## src/rtl/snake_dir_queue_if.sv

```systemverilog
// Key/step/start handshake and per-player direction outputs between the
// keyboard receiver, snake_dir_queue and the snake calculation block.
interface snake_dir_queue_if #(
    parameter int unsigned NUM_PLAYERS = 2
);
    logic                       start;
    logic                       step;
    logic [7:0]                 key;
    logic                       key_pressed;
    logic [2*NUM_PLAYERS-1:0]   snake_dir;
    logic [NUM_PLAYERS-1:0]     queue_full;
    logic [NUM_PLAYERS-1:0]     dropped;

    modport master (
        output start, step, key, key_pressed,
        input  snake_dir, queue_full, dropped
    );

    modport slave (
        input  start, step, key, key_pressed,
        output snake_dir, queue_full, dropped
    );
endinterface

```

## src/rtl/snake_dir_queue.sv

```systemverilog
// Per-player scan-code decode with a pending-turn FIFO, popped one entry per game step.
// Optional macro SNAKE_DIR_QUEUE_REVERSE_FILTER_EN also rejects 180-degree reversals.
module snake_dir_queue #(
    parameter int unsigned                NUM_PLAYERS = 2,
    parameter int unsigned                QUEUE_DEPTH = 4,
    parameter logic [NUM_PLAYERS*32-1:0]  KEYMAP      = {8'h3B, 8'h42, 8'h4B, 8'h43,
                                                         8'h1C, 8'h1B, 8'h23, 8'h1D},
    parameter logic [NUM_PLAYERS*2-1:0]   INIT_DIR    = 4'b11_01
) (
    input logic              clk,
    input logic              rst,
    snake_dir_queue_if.slave bus
);

`ifdef SNAKE_DIR_QUEUE_REVERSE_FILTER_EN
    localparam bit RevFilter = 1'b1;
`else
    localparam bit RevFilter = 1'b0;
`endif

    localparam int unsigned PtrW = (QUEUE_DEPTH > 1) ? $clog2(QUEUE_DEPTH) : 1;
    localparam int unsigned CntW = $clog2(QUEUE_DEPTH + 1);
    localparam logic [PtrW-1:0] LastPtr = PtrW'(QUEUE_DEPTH - 1);
    localparam logic [CntW-1:0] Depth   = CntW'(QUEUE_DEPTH);

    typedef logic [1:0] dir_t;

    dir_t              mem_q    [NUM_PLAYERS][QUEUE_DEPTH];
    dir_t              mem_d    [NUM_PLAYERS][QUEUE_DEPTH];
    logic [PtrW-1:0]   wr_ptr_q [NUM_PLAYERS];
    logic [PtrW-1:0]   wr_ptr_d [NUM_PLAYERS];
    logic [PtrW-1:0]   rd_ptr_q [NUM_PLAYERS];
    logic [PtrW-1:0]   rd_ptr_d [NUM_PLAYERS];
    logic [CntW-1:0]   count_q  [NUM_PLAYERS];
    logic [CntW-1:0]   count_d  [NUM_PLAYERS];
    dir_t              dir_q    [NUM_PLAYERS];
    dir_t              dir_d    [NUM_PLAYERS];
    logic [NUM_PLAYERS-1:0] dropped_q, dropped_d;

    always_comb begin
        logic            offer;
        logic            pass;
        logic            pop;
        logic            push;
        dir_t            cand;
        dir_t            ref_dir;
        logic [PtrW-1:0] tail;

        mem_d     = mem_q;
        wr_ptr_d  = wr_ptr_q;
        rd_ptr_d  = rd_ptr_q;
        count_d   = count_q;
        dir_d     = dir_q;
        dropped_d = '0;
        offer     = 1'b0;
        pass      = 1'b0;
        pop       = 1'b0;
        push      = 1'b0;
        cand      = '0;
        ref_dir   = '0;
        tail      = '0;

        for (int p = 0; p < int'(NUM_PLAYERS); p++) begin
            offer = 1'b0;
            cand  = '0;
            // Lowest matching direction wins if a player's map has duplicate codes.
            if (bus.key_pressed) begin
                for (int d = 3; d >= 0; d--) begin
                    if (bus.key == KEYMAP[(p*4+d)*8 +: 8]) begin
                        offer = 1'b1;
                        cand  = dir_t'(d);
                    end
                end
            end

            tail    = (wr_ptr_q[p] == '0) ? LastPtr : wr_ptr_q[p] - PtrW'(1);
            ref_dir = (count_q[p] != '0) ? mem_q[p][tail] : dir_q[p];
            pass    = offer && (cand != ref_dir) &&
                      !(RevFilter && (cand == (ref_dir ^ 2'b10)));
            pop     = bus.step && (count_q[p] != '0);
            push    = pass && ((count_q[p] != Depth) || pop);
            dropped_d[p] = pass && !push;

            if (pop) begin
                dir_d[p]    = mem_q[p][rd_ptr_q[p]];
                rd_ptr_d[p] = (rd_ptr_q[p] == LastPtr) ? '0 : rd_ptr_q[p] + PtrW'(1);
            end
            if (push) begin
                mem_d[p][wr_ptr_q[p]] = cand;
                wr_ptr_d[p] = (wr_ptr_q[p] == LastPtr) ? '0 : wr_ptr_q[p] + PtrW'(1);
            end
            if (push && !pop) begin
                count_d[p] = count_q[p] + CntW'(1);
            end else if (pop && !push) begin
                count_d[p] = count_q[p] - CntW'(1);
            end

            // Restart overrides everything decided above, including this cycle's key.
            if (bus.start) begin
                wr_ptr_d[p] = '0;
                rd_ptr_d[p] = '0;
                count_d[p]  = '0;
                dir_d[p]    = INIT_DIR[2*p +: 2];
            end
        end

        if (bus.start) begin
            dropped_d = '0;
        end
    end

    always_ff @(posedge clk or posedge rst) begin
        if (rst) begin
            for (int p = 0; p < int'(NUM_PLAYERS); p++) begin
                for (int i = 0; i < int'(QUEUE_DEPTH); i++) begin
                    mem_q[p][i] <= '0;
                end
                wr_ptr_q[p] <= '0;
                rd_ptr_q[p] <= '0;
                count_q[p]  <= '0;
                dir_q[p]    <= INIT_DIR[2*p +: 2];
            end
            dropped_q <= '0;
        end else begin
            mem_q     <= mem_d;
            wr_ptr_q  <= wr_ptr_d;
            rd_ptr_q  <= rd_ptr_d;
            count_q   <= count_d;
            dir_q     <= dir_d;
            dropped_q <= dropped_d;
        end
    end

    for (genvar p = 0; p < int'(NUM_PLAYERS); p++) begin : g_out
        assign bus.snake_dir[2*p +: 2] = dir_q[p];
        assign bus.queue_full[p]       = (count_q[p] == Depth);
    end

    assign bus.dropped = dropped_q;

endmodule
```

## src/flat_wrapper.sv

```systemverilog
// flat-port wrapper written by rule: the top's interface ports become plain ports
module snake_dir_queue_flat 
#(
    parameter int unsigned                NUM_PLAYERS = 2,
    parameter int unsigned                QUEUE_DEPTH = 4,
    parameter logic [NUM_PLAYERS*32-1:0]  KEYMAP      = {8'h3B, 8'h42, 8'h4B, 8'h43,
                                                         8'h1C, 8'h1B, 8'h23, 8'h1D},
    parameter logic [NUM_PLAYERS*2-1:0]   INIT_DIR    = 4'b11_01
)
  (clk, rst, bus_start, bus_step, bus_key, bus_key_pressed, bus_snake_dir, bus_queue_full, bus_dropped);
  snake_dir_queue_if #(.NUM_PLAYERS(NUM_PLAYERS)) bus_i ();
  input logic clk;
  input logic rst;
  input wire logic [$bits(bus_i.start)-1:0] bus_start;
  input wire logic [$bits(bus_i.step)-1:0] bus_step;
  input wire logic [$bits(bus_i.key)-1:0] bus_key;
  input wire logic [$bits(bus_i.key_pressed)-1:0] bus_key_pressed;
  output wire logic [$bits(bus_i.snake_dir)-1:0] bus_snake_dir;
  output wire logic [$bits(bus_i.queue_full)-1:0] bus_queue_full;
  output wire logic [$bits(bus_i.dropped)-1:0] bus_dropped;
  assign bus_i.start = bus_start;
  assign bus_i.step = bus_step;
  assign bus_i.key = bus_key;
  assign bus_i.key_pressed = bus_key_pressed;
  assign bus_snake_dir = bus_i.snake_dir;
  assign bus_queue_full = bus_i.queue_full;
  assign bus_dropped = bus_i.dropped;
  snake_dir_queue #(.NUM_PLAYERS(NUM_PLAYERS), .QUEUE_DEPTH(QUEUE_DEPTH), .KEYMAP(KEYMAP), .INIT_DIR(INIT_DIR)) u_core (.clk(clk), .rst(rst), .bus(bus_i));
endmodule
```

## config.mk

```make
export PLATFORM = sky130hd
export DESIGN_NAME = snake_dir_queue_flat
export DESIGN_NICKNAME = d
export VERILOG_FILES = /design/src/rtl/snake_dir_queue_if.sv /design/src/rtl/snake_dir_queue.sv /design/src/flat_wrapper.sv
export SDC_FILE = /design/constraint.sdc
export NUM_CORES = 1
export LEC_CHECK = 0
export ABC_CLOCK_PERIOD_IN_PS = 3900
export BUFFER_PORTS_ARGS = -buffer_cell sky130_fd_sc_hd__buf_2
export CORE_MARGIN = 8
export CORE_UTILIZATION = 60
export DETAILED_ROUTE_END_ITERATION = 10
export PLACE_DENSITY = 0.91
export SLEW_MARGIN = 20
export SYNTH_ARGS = -nofsm -noshare
export SYNTH_HDL_FRONTEND = slang
export SYNTH_SLANG_ARGS = --single-unit
```

## constraint.sdc

```tcl
create_clock -name clk -period 3.9 [get_ports clk]
set_clock_uncertainty 0.05 [all_clocks]
set_input_delay 0.195 -clock clk [delete_from_list [all_inputs] [get_ports clk]]
set_output_delay 0.195 -clock clk [all_outputs]
set_load 0.03 [all_outputs]
```

==> results by group <==
Finish
  • Design area: 2675 sq um
  • Nets: 274
  • Area growth syn-to-layout: 10.04%
  • Layout cells sized above 1: 0.2329
  • Number of diodes: 0

Worst setup path
  • Worst Path Buf+Inv: 1
  • CP max stage delay: 550 ps
  • CP required: 4050 ps
  • Crit path max-delay family: multiplexers
  • Critical-path cell list: inv_1 -> ha_1 -> nand2b_4 -> mux4_2 -> mux2i_2 -> xor2_2 -> a2111oi_2 -> fa_1 -> mux2_1 -> o31ai_1
  • CP Capture Type: flop
  • Slowest stage cell, crit path: a2111oi_2
  • Critical path class: flop to flop
  • Crit start category: flop
  • Setup slack, reg-to-reg: 370 ps
  • Critical Path Fanout Max: 6
  • CP arrival: 3690 ps

Logic synthesis
  • Cell Area, Synth: 2431 sq um
  • Post-synthesis sequential area ratio: 0.3721
  • Post-synth top area cell: dfrtp_1
  • Synth unique cells: 55
  • Post-Syn Nets: 250
  • Ys async rst share: 1.000
  • Post-synth top area share: 0.3397
  • Yosys reg bits: 36
  • Number of synthesized flops with an enable pin: 0
  • Largest cells by area after synthesis: dfrtp_1, mux4_2, mux2_1, ha_1, mux2i_1
  • Synthesized instance count: 225
  • Ys flop type: dfrtp_1
  • Synth warn: 0
  • Post-Synthesis Mean Instance Area: 10.80 sq um

Floorplanning
  • Core area: 3943 sq um
  • Die Area: 6345 sq um
  • Starting Density: 0.6166
  • I/O pins: 21
  • Die height: 79.66 microns
  • Die width: 79.66 microns
  • Row count: 23

Clocking
  • Worst skew pair latency: 290 ps
  • CTS root buf: clkbuf_8
  • CTS tree: built
  • CTS H-tree depth: 2
  • Sink Count: 36
  • Inserted Clock Buffers: 5
  • Deepest clock path buffer count: 2
  • CTS clk-pin slew, worst paths: 70 ps

Pwr
  • VDD IR max: 0.1938 mV
  • Total design power: 1.153 mW
  • Pleak: 1.262 nW
  • Pwr dens: 431.2 nW/um^2

Detailed routing
  • DR vias/cell: 5.926
  • First-pass detailed-route iteration total: 4
  • Vias post-DR: 1,772
  • WL/cell: 16.21 microns
  • Remaining DRCs: 0
  • Initial DRC Count: 104
  • WL final: 4846 microns
  • Final ANT Viol Nets: 0

Run status
  • Run status: finished, final reports clean

Min path
  • Hold crit path type: input port to flop

Timing
  • Setup ws final: 367.5 ps
  • Least-Margin Pin Slew: 565.0 ps
  • Final Hold Viols: 0
  • Final max-slew violation count: 0
  • Max Fclk: 283.1 MHz
  • Fin Hold WS: 172.9 ps
  • Setup Total Neg Slack: 0 ps
  • Minimum clock period: 3532 ps
  • Slew headroom: 0.6225
  • RSZ-0062 raised after global routing: no
  • Final Cycle Share: 0.9058
  • Final setup vio count: 0

Global route
  • Overflow after GRT: 0
  • Initial antenna violation count: 0
  • Pin count of the biggest net entering global routing: 37
  • Vias in the first global route: 1,791
  • Total track usage: 0.1675
  • First-pass GRT wire length: 8438 microns

Flow run
  • Max Cap Viol: 0

Place
  • HPWL after DPL: 3610 microns
  • Number of I/O port buffers: 20
  • Placed Area: 2582 sq um
  • GP Congestion: 0.8073
  • Pre-CTS setup slack: 165.5 ps
-- worst register-to-register path, cell delays in order (launching register included) --
cell and delay, ps:
dfrtp_1 460, inv_1 130, ha_1 180, nand2b_4 140
mux4_2 500, mux2i_2 260, xor2_2 160, a2111oi_2 550
fa_1 510, mux2_1 310, o31ai_1 190
-- cell families after synthesis --
kind of cell,share of synthesized area
AO/OA/AOI/OAI,0.09624
XOR/XNOR,0.02059
adder cells (fa/ha/maj),0.06794
buffers and inverters,0.03243
flip-flops,0.3721
multiplexers,0.2095
AND/OR/NAND/NOR,0.2012
-- path summary, 6_finish.rpt --
check	startpoint	to	depth (start not counted)
setup / recovery	u_core.wr_ptr_q[2]	u_core.count_q[4]	10
hold / removal	bus_step	u_core.bus.dropped[0]	2
setup reg to reg	u_core.wr_ptr_q[2]	u_core.count_q[4]	10
hold reg to reg	u_core.mem_q[1]	u_core.mem_q[1]	1
max in group asynchronous	rst	u_core.bus.snake_dir[0]	4
min in group asynchronous	rst	u_core.count_q[5]	4
-- final cells by class --
| cell class | count | area, sq um |
|---|---|---|
| tap | 50 | 62.56 |
| multi-input combinational | 168 | 1453 |
| clock inverter | 1 | 5.005 |
| timing repair buffer | 22 | 117.6 |
| inverter | 16 | 60.06 |
| clock buffer | 6 | 72.57 |
| fill | 276 | 1267 |
| sequential | 36 | 904.6 |
-- power by group --
part | total, mW | internal (mW) | switching (mW) | leakage [nW]
clock | 0.252 | 0.121 | 0.130 | 0.0410
combinational | 0.418 | 0.179 | 0.240 | 0.750
sequential | 0.483 | 0.426 | 0.0572 | 0.470
-- layer usage --
layer | track usage | routed length (microns) | vias up
li1 | - | - | 858
met1 | 0.2188 | 2202 | 862
met2 | 0.2600 | 2295 | 46
met3 | 0.04392 | 276 | 6
met4 | 0.06111 | 72 | 0
met5 | 0 | 0 | -
-- layout by cell type, fill, tap and decap left out, types with 3 or more instances in the layout --
cell type  instances
nand2_1           20
and2_1             3
mux4_2             8
inv_1             16
a21oi_1            9
dfstp_2            3
a211o_1            4
mux2_1            15
ha_1              10
dfrtp_1           33
nand3_1            3
nor3_1             4
buf_2             20
or3b_1             4
nand3b_1           4
mux2i_1            8
clkbuf_8           5
nor2_1            20
nor2b_1            6
-- timing repair --
item                                   CTS  global route
gates resized for setup                  0             1
buffers inserted                         0             0
hold buffers                             1             0
endpoints found under the hold margin   33             0
setup endpoints to repair                0             1
-- registers in the layout (all words and copies together) (netlist names) --
| register | flops |
|---|---|
| u_core.wr_ptr_q | 4 |
| u_core.bus.dropped | 2 |
| u_core.rd_ptr_q | 4 |
| u_core.mem_q | 16 |
| u_core.count_q | 6 |
| u_core.bus.snake_dir | 4 |
-- cells in the mapped netlist, types with 3 or more instances --
| library cell | instances |
|---|---|
| dfrtp_1 | 33 |
| nand2_1 | 20 |
| nor2_1 | 20 |
| inv_1 | 16 |
| mux2_1 | 15 |
| ha_1 | 10 |
| a21oi_1 | 9 |
| mux2i_1 | 8 |
| mux4_2 | 8 |
| nor2b_1 | 6 |
| clkbuf_1 | 5 |
| a211o_1 | 4 |
| nand3b_1 | 4 |
| nor3_1 | 4 |
| or3b_1 | 4 |
| and2_1 | 3 |
| dfstp_2 | 3 |
| nand3_1 | 3 |
-- per-stage QoR --
stage,utilization,instances
6_report,0.6785,299
4_1_cts,0.6772,299
3_5_place_dp,0.6550,291
2_1_floorplan,-,225
5_1_grt,0.6785,299
3_3_place_gp,0.6550,291
Power figures use the tool's default switching activity.
